**config.mk**
```make
export PLATFORM = sky130hd
export DESIGN_NAME = ifetch_responder
export DESIGN_NICKNAME = d
export VERILOG_FILES = /design/src/rtl/ifetch_responder_pkg.sv /design/src/rtl/fetch_line_buffer.sv /design/src/rtl/ifetch_responder.sv
export SDC_FILE = /design/constraint.sdc
export NUM_CORES = 1
export LEC_CHECK = 0
export BUFFER_PORTS_ARGS = -buffer_cell sky130_fd_sc_hd__buf_2
export CORE_MARGIN = 10
export CORE_UTILIZATION = 55
export CTS_BUF_LIST = sky130_fd_sc_hd__clkbuf_8 sky130_fd_sc_hd__clkbuf_16
export CTS_CLUSTER_DIAMETER = 40
export DETAILED_ROUTE_END_ITERATION = 8
export PLACE_DENSITY = 0.87
export SLEW_MARGIN = 20
export SYNTH_ARGS = -nofsm -noshare
export SYNTH_HDL_FRONTEND = slang
export SYNTH_SLANG_ARGS = --single-unit
```
**constraint.sdc**
```tcl
create_clock -name CLK -period 2.7 [get_ports CLK]
set_clock_uncertainty 0.1 [all_clocks]
set_input_delay 0.405 -clock CLK [delete_from_list [all_inputs] [get_ports CLK]]
set_output_delay 0.405 -clock CLK [all_outputs]
set_load 0.1 [all_outputs]
```
**src/rtl/ifetch_responder_pkg.sv**
```systemverilog
// ifetch_responder_pkg: shared FSM encoding, NOP constant and line geometry for the fetch responder.
package ifetch_responder_pkg;
    typedef enum logic [1:0] {IDLE = 2'd0, MEM_WAIT = 2'd1, RESP = 2'd2} state_e;
    localparam logic [31:0] NOP = 32'h0000_0013;
    localparam int OFF_W = 3;
    localparam int TAG_W = 64 - OFF_W;
    function automatic logic [31:0] sel_word(input logic [63:0] d, input logic hi);
        return hi ? d[63:32] : d[31:0];
    endfunction
endpackage

```
**src/rtl/fetch_line_buffer.sv**
```systemverilog
// fetch_line_buffer: single doubleword line (tag, data, valid); invalidate wins over load.
module fetch_line_buffer
    import ifetch_responder_pkg::*;
(
    input  logic             clk,
    input  logic             rst,
    input  logic             load_i,
    input  logic             inval_i,
    input  logic [TAG_W-1:0] tag_i,
    input  logic [63:0]      data_i,
    output logic             valid_o,
    output logic [TAG_W-1:0] tag_o,
    output logic [63:0]      data_o
);
    logic             valid_q;
    logic [TAG_W-1:0] tag_q;
    logic [63:0]      data_q;
    always_ff @(posedge clk) begin
        valid_q <= (rst || inval_i) ? 1'b0 : (load_i ? 1'b1 : valid_q);
        tag_q   <= rst ? '0 : (load_i ? tag_i : tag_q);
        data_q  <= rst ? '0 : (load_i ? data_i : data_q);
    end
    assign valid_o = valid_q;
    assign tag_o   = tag_q;
    assign data_o  = data_q;
endmodule

```
**src/rtl/ifetch_responder.sv**
```systemverilog
// ifetch_responder: instruction fetch front end with a one-line buffer, fault checks and a
// bounded wait on backing memory.
module ifetch_responder
    import ifetch_responder_pkg::*;
#(
    parameter logic [63:0] MEM_BYTES = 64'h1000,
    parameter int          TIMEOUT   = 15
) (
    input  logic        CLK,
    input  logic        RST,
    input  logic        req_valid,
    input  logic [63:0] req_addr,
    output logic        req_ready,
    output logic        resp_valid,
    input  logic        resp_ready,
    output logic [31:0] resp_instr,
    output logic        resp_fault,
    input  logic        flush,
    output logic        mem_rd_en,
    output logic [63:0] mem_addr,
    input  logic [63:0] mem_rd_data,
    input  logic        mem_rd_valid
);
    state_e           state_q, state_d;
    logic [63:2]      addr_q, addr_d;
    logic [31:0]      cnt_q, cnt_d;
    logic [31:0]      instr_q, instr_d;
    logic             fault_q, fault_d;
    logic             buf_valid, fill, bad, hit;
    logic [TAG_W-1:0] buf_tag;
    logic [63:0]      buf_data;

    fetch_line_buffer u_buf (
        .clk     (CLK),
        .rst     (RST),
        .load_i  (fill),
        .inval_i (flush),
        .tag_i   (addr_q[63:OFF_W]),
        .data_i  (mem_rd_data),
        .valid_o (buf_valid),
        .tag_o   (buf_tag),
        .data_o  (buf_data)
    );

    assign bad  = (req_addr[1:0] != 2'b00) || (req_addr >= MEM_BYTES);
    // A flush on the accept edge must not be able to produce a hit from the stale line.
    assign hit  = buf_valid && !flush && (buf_tag == req_addr[63:OFF_W]);
    assign fill = (state_q == MEM_WAIT) && mem_rd_valid;

    always_ff @(posedge CLK) begin
        if (RST) begin
            state_q <= IDLE;
            addr_q  <= '0;
            cnt_q   <= '0;
            instr_q <= '0;
            fault_q <= 1'b0;
        end else begin
            state_q <= state_d;
            addr_q  <= addr_d;
            cnt_q   <= cnt_d;
            instr_q <= instr_d;
            fault_q <= fault_d;
        end
    end

    always_comb begin
        state_d = state_q;
        addr_d  = addr_q;
        cnt_d   = cnt_q;
        instr_d = instr_q;
        fault_d = fault_q;
        case (state_q)
            IDLE: if (req_valid) begin
                addr_d  = req_addr[63:2];
                cnt_d   = '0;
                state_d = (bad || hit) ? RESP : MEM_WAIT;
                fault_d = bad;
                instr_d = bad ? NOP : sel_word(buf_data, req_addr[2]);
            end
            MEM_WAIT: if (mem_rd_valid) begin
                state_d = RESP;
                fault_d = 1'b0;
                instr_d = sel_word(mem_rd_data, addr_q[2]);
            end else if (cnt_q == 32'(TIMEOUT - 1)) begin
                state_d = RESP;
                fault_d = 1'b1;
                instr_d = NOP;
            end else begin
                cnt_d = cnt_q + 32'd1;
            end
            RESP: state_d = resp_ready ? IDLE : RESP;
            default: state_d = IDLE;
        endcase
    end

    always_comb begin
        req_ready  = state_q == IDLE;
        resp_valid = state_q == RESP;
        mem_rd_en  = state_q == MEM_WAIT;
        mem_addr   = mem_rd_en ? {addr_q[63:OFF_W], {OFF_W{1'b0}}} : '0;
        resp_instr = instr_q;
        resp_fault = fault_q;
    end
endmodule

```
==> impl_metrics.ini, run 1 <==
[timing]
max_freq_ghz = 0.400
finalMaxSlewViolations = 0
setup_violations = 0
whs_ns = 0.0122
worst_pin_slew_ns = 0.626
fin_crit_ns = 2.50
finalSetupTns_ns = 0
finalCritPeriodShare = 0.925
finalHoldViolCount = 0
slew_headroom = 0.583
rsz0062_at_grt = false

[critical_path]
crit_family = buffers and inverters
critPathMaxFanout = 64
arrival_ns = 1.99
startpoint_type = flip-flop
slowest_delay_ns = 0.42
rrSetupSlack_ns = 0.49
path_cells = nand2b_2 -> clkinv_1 -> buf_12 -> and2_1 -> buf_4
crit_slowest_cell = dfxtp_2
cp.required_ns = 2.19
crit_type = reg -> out
crit_buf_inv = 3
crit_path_end_kind = primary output

[routing]
wl_per_cell_um = 18.0
first_iter_violations = 1069
vias = 10993
remaining_drc_errors = 0
routed_wl_um = 34600
ant_nets = 0
dr.pass1.iters = 7
routed_via_density = 5.71

[cts]
cts_tree = built
clockBufferDepth = 3
htreeDepth = 2
cts-root-buf = clkbuf_16
cts.sinks = 255
clkLatencyLatePin_ns = 0.51
clk_pin_slew_ns = 0.06
cts_buffers = 38

[global_routing]
grt_max_degree = 71
grt_pass1_wl_um = 54000
overflow = 0
grt_pass1_vias = 10635
antenna_found_initial = 8
grt_usage = 0.241

[logic_synthesis]
ys_warn_count = 0
ys.flop_type = dfxtp_1
synth_seq_cells = 255
netlist_instances = 1430
ys_types = 46
ys_seq_area_frac = 0.442
yosysTopAreaCell = dfxtp_1
synth-edff-count = 0
avgSynthCellArea_um2 = 8.07
async_flop_share = 0
synthTopCellsByArea = dfxtp_1 (44%), nand2_1 (13%), a21oi_1 (8.8%)
synth.top_cell.area_share = 0.442
synth_area_um2 = 11500

[placement]
hpwl_um = 23300
port_buffers = 230
gp_congestion = 0.881

[run_status]
outcome = finished, final reports clean

[die]
dieHeight_um = 165
initial_core_util = 0.565
num_rows = 52
core_region_area_um2 = 20400
die_area_um2 = 27200
die_w_um = 165
pin_count = 234

[layout]
syn2layout_area_growth_pct = 24.3
drive_gt1_frac = 0.222
layout_common_cells = nand2_1 (391), dfxtp_1 (253), a21oi_1 (204)
final_nets = 1758
layout_commonest_cell = nand2_1

[power]
peakVddDrop_uv = 468
power.density_nw_per_um2 = 724
p_leak_nw = 5.38

[hold_path]
min_path_type = in -> reg

[run]
cap_viol_max_count = 0
[area by class of cell]
class / instances / area [um2]
antenna: 3 / 7.51
clock buffer: 44 / 1040
clock inverter: 25 / 228
fill: 1508 / 6080
inverter: 17 / 63.8
multi-input combinational: 1057 / 5940
sequential: 255 / 5110
tap: 270 / 338
timing repair buffer: 253 / 1620
[synthesized netlist by cell type (2+ instances only)]
| cell | n |
|---|---|
| nand3_1 | 12 |
| o22a_1 | 26 |
| o2bb2ai_1 | 2 |
| a22o_1 | 2 |
| and2_1 | 65 |
| buf_6 | 3 |
| clkbuf_1 | 60 |
| nor4_1 | 24 |
| o22ai_1 | 3 |
| a211oi_1 | 6 |
| and4_1 | 4 |
| nand2_1 | 393 |
| mux2_2 | 3 |
| buf_2 | 37 |
| dfxtp_1 | 255 |
| xnor2_1 | 55 |
| mux2i_1 | 61 |
| nor2_1 | 64 |
| buf_4 | 3 |
| nor3_1 | 9 |
| a211oi_2 | 27 |
| o21ai_0 | 12 |
| o22a_2 | 3 |
| nand4_1 | 24 |
| a21oi_1 | 204 |
| and3_1 | 6 |
| ha_1 | 2 |
| nor4_2 | 2 |
| or3_1 | 10 |
| xor2_1 | 16 |
| inv_1 | 16 |
| o211ai_1 | 4 |
| nand2b_1 | 4 |
[where the power goes]
group / switching [W] / internal [W] / total, W
Clock: 0.00183 / 0.00300 / 0.00483
Sequential: 0.0000959 / 0.00392 / 0.00401
Combinational: 0.00114 / 0.000395 / 0.00153
[worst register-to-register path: stages, from the launching register on]
cell and delay (ns):
dfxtp_1 0.42, ha_1 0.18, nor4b_1 0.25, nand4_1 0.20, nor2_1 0.15, o21a_2 0.15
buf_12 0.29, nor2_1 0.17, a211oi_2 0.23
[layer usage]
layer | track usage | wire, um | part of all wire
met3 | 0.0642 | 3010 | 0.087
met2 | 0.393 | 16500 | 0.48
met1 | 0.292 | 13600 | 0.39
met5 | 0 | 44 | 0.0013
met4 | 0.112 | 1430 | 0.041
[registers in the layout, summed over array words and instances (netlist names)]
name           cells
u_buf.data_o      64
addr_q            62
u_buf.tag_o       61
cnt_q             32
resp_instr        32
state_q            2
resp_fault         1
u_buf.valid_o      1
[worst paths after layout]
path	cells after the start	start	endpoint
max	5	state_q[0]$_SDFFE_PP0P_	mem_addr[40]
min	2	flush	u_buf.valid_o$_SDFFE_PP0P_
max reg2reg	8	cnt_q[1]$_SDFFE_PP0P_	resp_instr[16]$_SDFFE_PP0P_
min reg2reg	2	u_buf.data_o[32]$_SDFFE_PP0P_	u_buf.data_o[32]$_SDFFE_PP0P_
[timing repair]
action,in CTS,in global routing
setup endpoints to repair,61,62
buffers inserted,0,0
hold buffers,0,0
resized for setup,64,2
[kinds of logic after synthesis]
family	Yosys count	synth area share
compound gates	295	0.161
xor+xnor	71	0.0539
fa+ha+maj	2	0.00217
buf+inv	120	0.0459
flops	255	0.442
mux	64	0.0558
other cells	1	0.000325
simple gates	622	0.239
[stage by stage]
| stage | total power (W) | util | cell area (um2) | setup WS [ns] | cells |
|---|---|---|---|---|---|
| after floorplan | 0.00517 | - | 11600 | 0.0334 | 1432 |
| final | 0.0104 | 0.702 | 14300 | 0.203 | 1924 |
| after detailed placement | 0.00560 | 0.631 | 12900 | 0.153 | 1852 |
| after global routing | 0.0107 | 0.702 | 14300 | 0.133 | 1923 |
| after global placement | 0.00557 | 0.631 | 12900 | 0.194 | 1852 |
| after CTS | 0.0104 | 0.702 | 14300 | 0.0132 | 1921 |
Note: power is estimated with default switching activity, not from simulation.
==> inputs of run 2 (changes only) <==
--- a/config.mk
+++ b/config.mk
@@ -5,13 +5,14 @@
 export SDC_FILE = /design/constraint.sdc
 export NUM_CORES = 1
 export LEC_CHECK = 0
-export BUFFER_PORTS_ARGS = -buffer_cell sky130_fd_sc_hd__buf_2
 export CORE_MARGIN = 10
-export CORE_UTILIZATION = 55
+export CORE_UTILIZATION = 64
 export CTS_BUF_LIST = sky130_fd_sc_hd__clkbuf_8 sky130_fd_sc_hd__clkbuf_16
 export CTS_CLUSTER_DIAMETER = 40
 export DETAILED_ROUTE_END_ITERATION = 8
+export DONT_BUFFER_PORTS = 1
 export PLACE_DENSITY = 0.87
+export SETUP_SLACK_MARGIN = 0.3
 export SLEW_MARGIN = 20
 export SYNTH_ARGS = -nofsm -noshare
 export SYNTH_HDL_FRONTEND = slang
==> impl_metrics.ini, run 2 <==
[die]
die_w_um = 154
num_rows = 49
pin_count = 234
initial_core_util = 0.647
dieHeight_um = 154

[logic_synthesis]
avgSynthCellArea_um2 = 8.07
ys_seq_area_frac = 0.442
synth-simple-area-share = 0.239
synth_area_um2 = 11500
ys.flop_type = dfxtp_1
synthTopCellsByArea = dfxtp_1 (44%), nand2_1 (13%), a21oi_1 (8.8%)
synth-edff-count = 0
synth_top_family_by_area = simple AND/OR/NAND/NOR gates
ys_types = 46
ys_warn_count = 0
synth_fa_ha_area_frac = 0.00217
synth_compound_area_frac = 0.161
synth_xor_xnor_area_share = 0.0539
async_flop_share = 0
synth.top_cell.area_share = 0.442
netlist_instances = 1430
yosysMostFrequentCell = nand2_1
ys_top_cells_by_count = nand2_1 (393), dfxtp_1 (255), a21oi_1 (204), and2_1 (65), nor2_1 (64)
muxShareOfSynthArea = 0.0558
yosysTopAreaCell = dfxtp_1
synth_seq_cells = 255

[global_routing]
antenna_found_initial = 15
grt_max_degree = 149
grt_usage = 0.750
overflow = 6

[placement]
pre_cts_ws_ns = 0.296
port_buffers = 0
gp_congestion = 0.972
hpwl_um = 22400

[run_status]
outcome = did not finish
firstError = [ERROR GRT-0232] Routing congestion too high. Check the congestion heatmap in the GUI.
haltStage = 5_1_grt

[cts]
post-cts-setup-buffers = 0
htreeDepth = 2
cts.sinks = 255
clockBufferDepth = 3
cts-root-buf = clkbuf_16
cts_buffers = 35

[timing]
worst-ep-kind = sequential cell input
grt-worst-endpoint = state_q[1]$_SDFFE_PP0P_/D
-- run 2: timing repair --
item | CTS
gates cloned | 0
pin swaps | 0
endpoints found under the setup margin | 62
endpoints found under the hold margin | 224
hold buffers | 243
resized for setup | 59
-- run 2: per-stage QoR --
stage	instances	instance area, um2
4_1_cts	1965	16200
3_5_place_dp	1662	12300
3_3_place_gp	1662	12300
2_1_floorplan	1432	11600
-- run 2: kinds of logic after synthesis --
kind of cell	Yosys count
other	1
adders and majority gates	2
DFF	255
muxes	64
xor gates and xnor gates	71
buffers and inverters	120
and+or+nand+nor	622
AOI/OAI and AO/OA	295
-- run 2: per-layer routing --
layer / overflow / global-route usage
met1: 0 / 0.718
met2: 3 / 0.865
met3: 1 / 0.710
met4: 2 / 0.718
met5: 0 / 0.392
==> inputs of run 3 (changes only) <==
--- a/config.mk
+++ b/config.mk
@@ -6,13 +6,10 @@
 export NUM_CORES = 1
 export LEC_CHECK = 0
 export CORE_MARGIN = 10
-export CORE_UTILIZATION = 64
-export CTS_BUF_LIST = sky130_fd_sc_hd__clkbuf_8 sky130_fd_sc_hd__clkbuf_16
-export CTS_CLUSTER_DIAMETER = 40
+export CORE_UTILIZATION = 40
 export DETAILED_ROUTE_END_ITERATION = 8
 export DONT_BUFFER_PORTS = 1
-export PLACE_DENSITY = 0.87
-export SETUP_SLACK_MARGIN = 0.3
+export PLACE_DENSITY_LB_ADDON = 0.15
 export SLEW_MARGIN = 20
 export SYNTH_ARGS = -nofsm -noshare
 export SYNTH_HDL_FRONTEND = slang
==> impl_metrics.ini, run 3 (synthesis results as in run 1) <==
[run_status]
outcome = finished, final reports clean

[layout]
fillers = 2543
largest_register_ffs = 64
layout_commonest_cell = nand2_1
fin_util = 0.570
antenna_cells = 0
syn2layout_area_growth_pct = 41.4
drive_gt1_frac = 0.124
final_cell_area_um2 = 16300
final_nets = 1819
layout_common_cells = nand2_1 (391), dfxtp_1 (253), dlygate4sd3_1 (209)

[placement]
dpl_cell_area_um2 = 13200
hpwl_um = 24600
port_buffers = 0
gp_congestion = 0.822
pre_cts_ws_ns = 0.325

[power]
power.density_nw_per_um2 = 594
p_leak_nw = 6.01
peakVddDrop_uv = 493

[die]
core_region_area_um2 = 28600
num_rows = 62
die_w_um = 190
pin_count = 234
initial_core_util = 0.403
dieHeight_um = 190
die_area_um2 = 36100

[cts]
clkLatencyLatePin_ns = 0.55
cts.sinks = 255
post-cts-setup-buffers = 0
cts_buffers = 29
cts-root-buf = clkbuf_16
htreeDepth = 1
clk_pin_slew_ns = 0.06
cts_tree = built
clockBufferDepth = 3

[timing]
finalHoldViolCount = 0
finalCritPeriodShare = 0.948
worst_pin_slew_ns = 0.991
fin_crit_ns = 2.56
slew_headroom = 0.338
finalMaxSlewViolations = 0
fin_ws_ns = 0.140
max_freq_ghz = 0.391
setup_violations = 0

[global_routing]
grt_usage = 0.217
grt_max_degree = 125
grt_pass1_wl_um = 63500
grt_pass1_vias = 10948
antenna_found_initial = 1
overflow = 0

[routing]
first_iter_violations = 668
wl_per_cell_um = 19.4
dr.pass1.iters = 5
remaining_drc_errors = 0
routed_wl_um = 40400
routed_via_density = 5.22
vias = 10908
ant_nets = 0

[hold_path]
min_path_type = in -> reg

[critical_path]
startpoint_type = flip-flop
crit_buf_inv = 3
crit_type = reg -> out
crit_path_end_kind = primary output
crit_slowest_cell = dfxtp_1
slowest_delay_ns = 0.39
cp.required_ns = 2.19
critPathMaxFanout = 28
crit_family = buffers and inverters
arrival_ns = 2.06
path_cells = nand2b_1 -> inv_4 -> buf_12 -> and2_1 -> buf_6

[run]
cap_viol_max_count = 0
-- run 3: repair_timing --
action,4_1_cts,5_1_grt
setup endpoints to repair,1,86
endpoints found under the hold margin,224,0
hold buffers,210,0
resized for setup,1,13
-- run 3: stage by stage --
stage               total power, W  hold WS, ns  setup TNS (ns)  cells
detailed placement         0.00545        0.342               0   1826
global placement           0.00544        0.338               0   1826
global route                0.0100       0.0484         -0.0553   2089
finish                     0.00970       0.0620               0   2089
CTS                        0.00976       0.0293               0   2089
floorplan                  0.00517        0.333               0   1432
-- run 3: final timing paths --
check                                    start                      endpoint  slack [ns]  cells after the start
setup / recovery       state_q[1]$_SDFFE_PP0P_                  mem_addr[59]        0.14                      5
setup reg to reg         cnt_q[1]$_SDFFE_PP0P_   resp_instr[26]$_SDFFE_PP0P_        0.16                      8
hold / removal                      resp_ready       state_q[1]$_SDFFE_PP0P_        0.06                      2
hold reg to reg   u_buf.tag_o[27]$_SDFFE_PP0P_  u_buf.tag_o[27]$_SDFFE_PP0P_        0.36                      2
-- run 3: routing by layer --
metal  vias to the layer above  share of wire  GRT usage
li1                       5321              -          -
met1                      5199           0.41      0.271
met2                       315           0.47      0.348
met3                        73          0.085     0.0694
met4                         0          0.031     0.0690
met5                         -              0          0
-- run 3: final cells by class --
cell class | instances | area (um2) | area share
Clock buffer | 41 | 841 | 0.0515
Timing Repair Buffer | 323 | 3740 | 0.229
Sequential cell | 255 | 5110 | 0.313
Inverter | 17 | 66.3 | 0.00406
Clock inverter | 12 | 141 | 0.00866
Tap cell | 384 | 480 | 0.0294
Multi-Input combinational cell | 1057 | 5960 | 0.365
-- run 3: where the power goes --
part	internal (W)	switching, W
combinational	0.000557	0.00101
clock	0.00244	0.00161
sequential	0.00392	0.000166
total	0.00692	0.00278
-- run 3: worst register-to-register path: cells and delay by family (launching register included) --
kind	cells	cell delay, ns
and+or+nand+nor	4	0.74
DFF	1	0.43
adders and majority gates	1	0.19
buffers and inverters	1	0.57
AOI/OAI and AO/OA	2	0.46
==> inputs of run 4 (changes only) <==
--- a/config.mk
+++ b/config.mk
@@ -9,7 +9,7 @@
 export CORE_UTILIZATION = 40
 export DETAILED_ROUTE_END_ITERATION = 8
 export DONT_BUFFER_PORTS = 1
-export PLACE_DENSITY_LB_ADDON = 0.15
+export PLACE_DENSITY_LB_ADDON = 0.12
 export SLEW_MARGIN = 20
 export SYNTH_ARGS = -nofsm -noshare
 export SYNTH_HDL_FRONTEND = slang
==> impl_metrics.ini, run 4 (synthesis results as in run 1) <==
[run_status]
outcome = finished, final reports clean

[layout]
layout_common_cells = nand2_1 (391), dfxtp_1 (254), dlygate4sd3_1 (210)
layout_commonest_cell = nand2_1
drive_gt1_frac = 0.123
final_nets = 1825
regArea_um2 = 5110
multi_input_area_um2 = 5950
largest_register_ffs = 64
syn2layout_area_growth_pct = 42.2
fillers = 2593

[die]
pin_count = 234
die_w_um = 190
initial_core_util = 0.403
die_area_um2 = 36100
num_rows = 62
core_region_area_um2 = 28600
dieHeight_um = 190

[cts]
htreeDepth = 1
clk_pin_slew_ns = 0.06
clkLatencyLatePin_ns = 0.57
cts-root-buf = clkbuf_16
clockBufferDepth = 3
cts_buffers = 30
cts_tree = built
cts.sinks = 255

[timing]
finalSetupTns_ns = 0
setup_violations = 0
whs_ns = 0.0596
finalHoldViolCount = 0
max_freq_ghz = 0.387
slew_headroom = 0.339
fin_ws_ns = 0.114
finalMaxSlewViolations = 0
fin_crit_ns = 2.59
finalCritPeriodShare = 0.958
worst_pin_slew_ns = 0.990

[routing]
remaining_drc_errors = 0
dr.pass1.iters = 5
first_iter_violations = 569
routed_wl_um = 41300
routed_via_density = 5.24
ant_nets = 0
vias = 10985
wl_per_cell_um = 19.7

[global_routing]
overflow = 0
antenna_found_initial = 1
grt_pass1_wl_um = 63500
grt_pass1_vias = 10902
grt_usage = 0.219
grt_max_degree = 123

[critical_path]
slowest_delay_ns = 0.47
cp.required_ns = 2.19
rr_worst_depth = 8
critPathMaxFanout = 35
crit-reg2reg-launch = state_q[0]$_SDFFE_PP0P_
arrival_ns = 2.08
crit_slowest_cell = dfxtp_1
rr_endpoint = resp_instr[15]$_SDFFE_PP0P_
crit_type = reg -> out
startpoint_type = flip-flop
rrSetupSlack_ns = 0.17
path_cells = nand2b_1 -> inv_4 -> buf_12 -> and2_1 -> buf_4
crit_path_end_kind = primary output

[power]
peakVddDrop_uv = 699
power.density_nw_per_um2 = 607
finalPower_w = 0.00996
p_leak_nw = 6.06

[hold_path]
min_to = state_q[1]$_SDFFE_PP0P_
hold_depth = 2
min_path_type = in -> reg
hp-start = resp_ready

[placement]
gp_congestion = 0.796
port_buffers = 0
pre_cts_ws_ns = 0.320
hpwl_um = 24600

[run]
cap_viol_max_count = 0
run 4: changes by cell type in the layout (fill, tap and decap cells not counted), sizes merged:
cell         delta
buf             +3
clkbuf          +3
clkinv          -3
and2            +1
bufinv          +1
clkinvlp        -1
diode           +1
dlygate4sd3     +1
run 4: where the power goes:
part,switching [W],internal (W),leakage [nW]
clock,0.00165,0.00264,0.516
sequential,0.000154,0.00392,2.07
combinational,0.00103,0.000577,3.47
run 4: worst max-delay path by stage:
stage,startpoint,to,cells after the start
after global placement,req_addr[34],resp_instr[2]$_SDFFE_PP0P_,7
after detailed placement,req_addr[34],resp_instr[22]$_SDFFE_PP0P_,7
final,state_q[0]$_SDFFE_PP0P_,mem_addr[50],5
after CTS,state_q[0]$_SDFFE_PP0P_,mem_addr[56],5
after global routing,state_q[0]$_SDFFE_PP0P_,mem_addr[43],5
after floorplan,state_q[1]$_SDFFE_PP0P_,mem_addr[54],5
run 4: through the flow:
step	instances	utilization	area (um2)
4_1_cts	2089	0.571	16400
3_5_place_dp	1825	0.460	13200
2_1_floorplan	1432	-	11600
5_1_grt	2094	0.573	16400
3_3_place_gp	1825	0.460	13200
6_report	2095	0.573	16400
run 4: per-layer routing:
layer	GRT usage	wire, um	up-vias
li1	-	-	5354
met2	0.356	19600	332
met4	0.0696	1380	0
met1	0.269	16600	5222
met5	0	0	-
met3	0.0705	3660	77
run 4: area by class of cell:
type / instances / share of cell area
diodes: 1 / 0.000152
clock buffers: 44 / 0.0538
clock inverters: 9 / 0.00991
inverters: 17 / 0.00404
multi-input cells: 1058 / 0.363
flip-flops and latches: 255 / 0.311
well taps: 384 / 0.0293
repair buffers: 327 / 0.229
run 4: worst max-delay path, delay by kind of cell, from the launching register on:
family	cells	cell delay (ns)
flops	1	0.47
simple gates	2	0.30
buf+inv	3	0.72
run 4: timing repair:
| action | CTS | global route |
|---|---|---|
| hold buffers | 211 | 0 |
| buffers inserted | 0 | 4 |
| hold endpoints to repair | 224 | 0 |
| setup endpoints to repair | 0 | 56 |
| gates resized for setup | 0 | 6 |
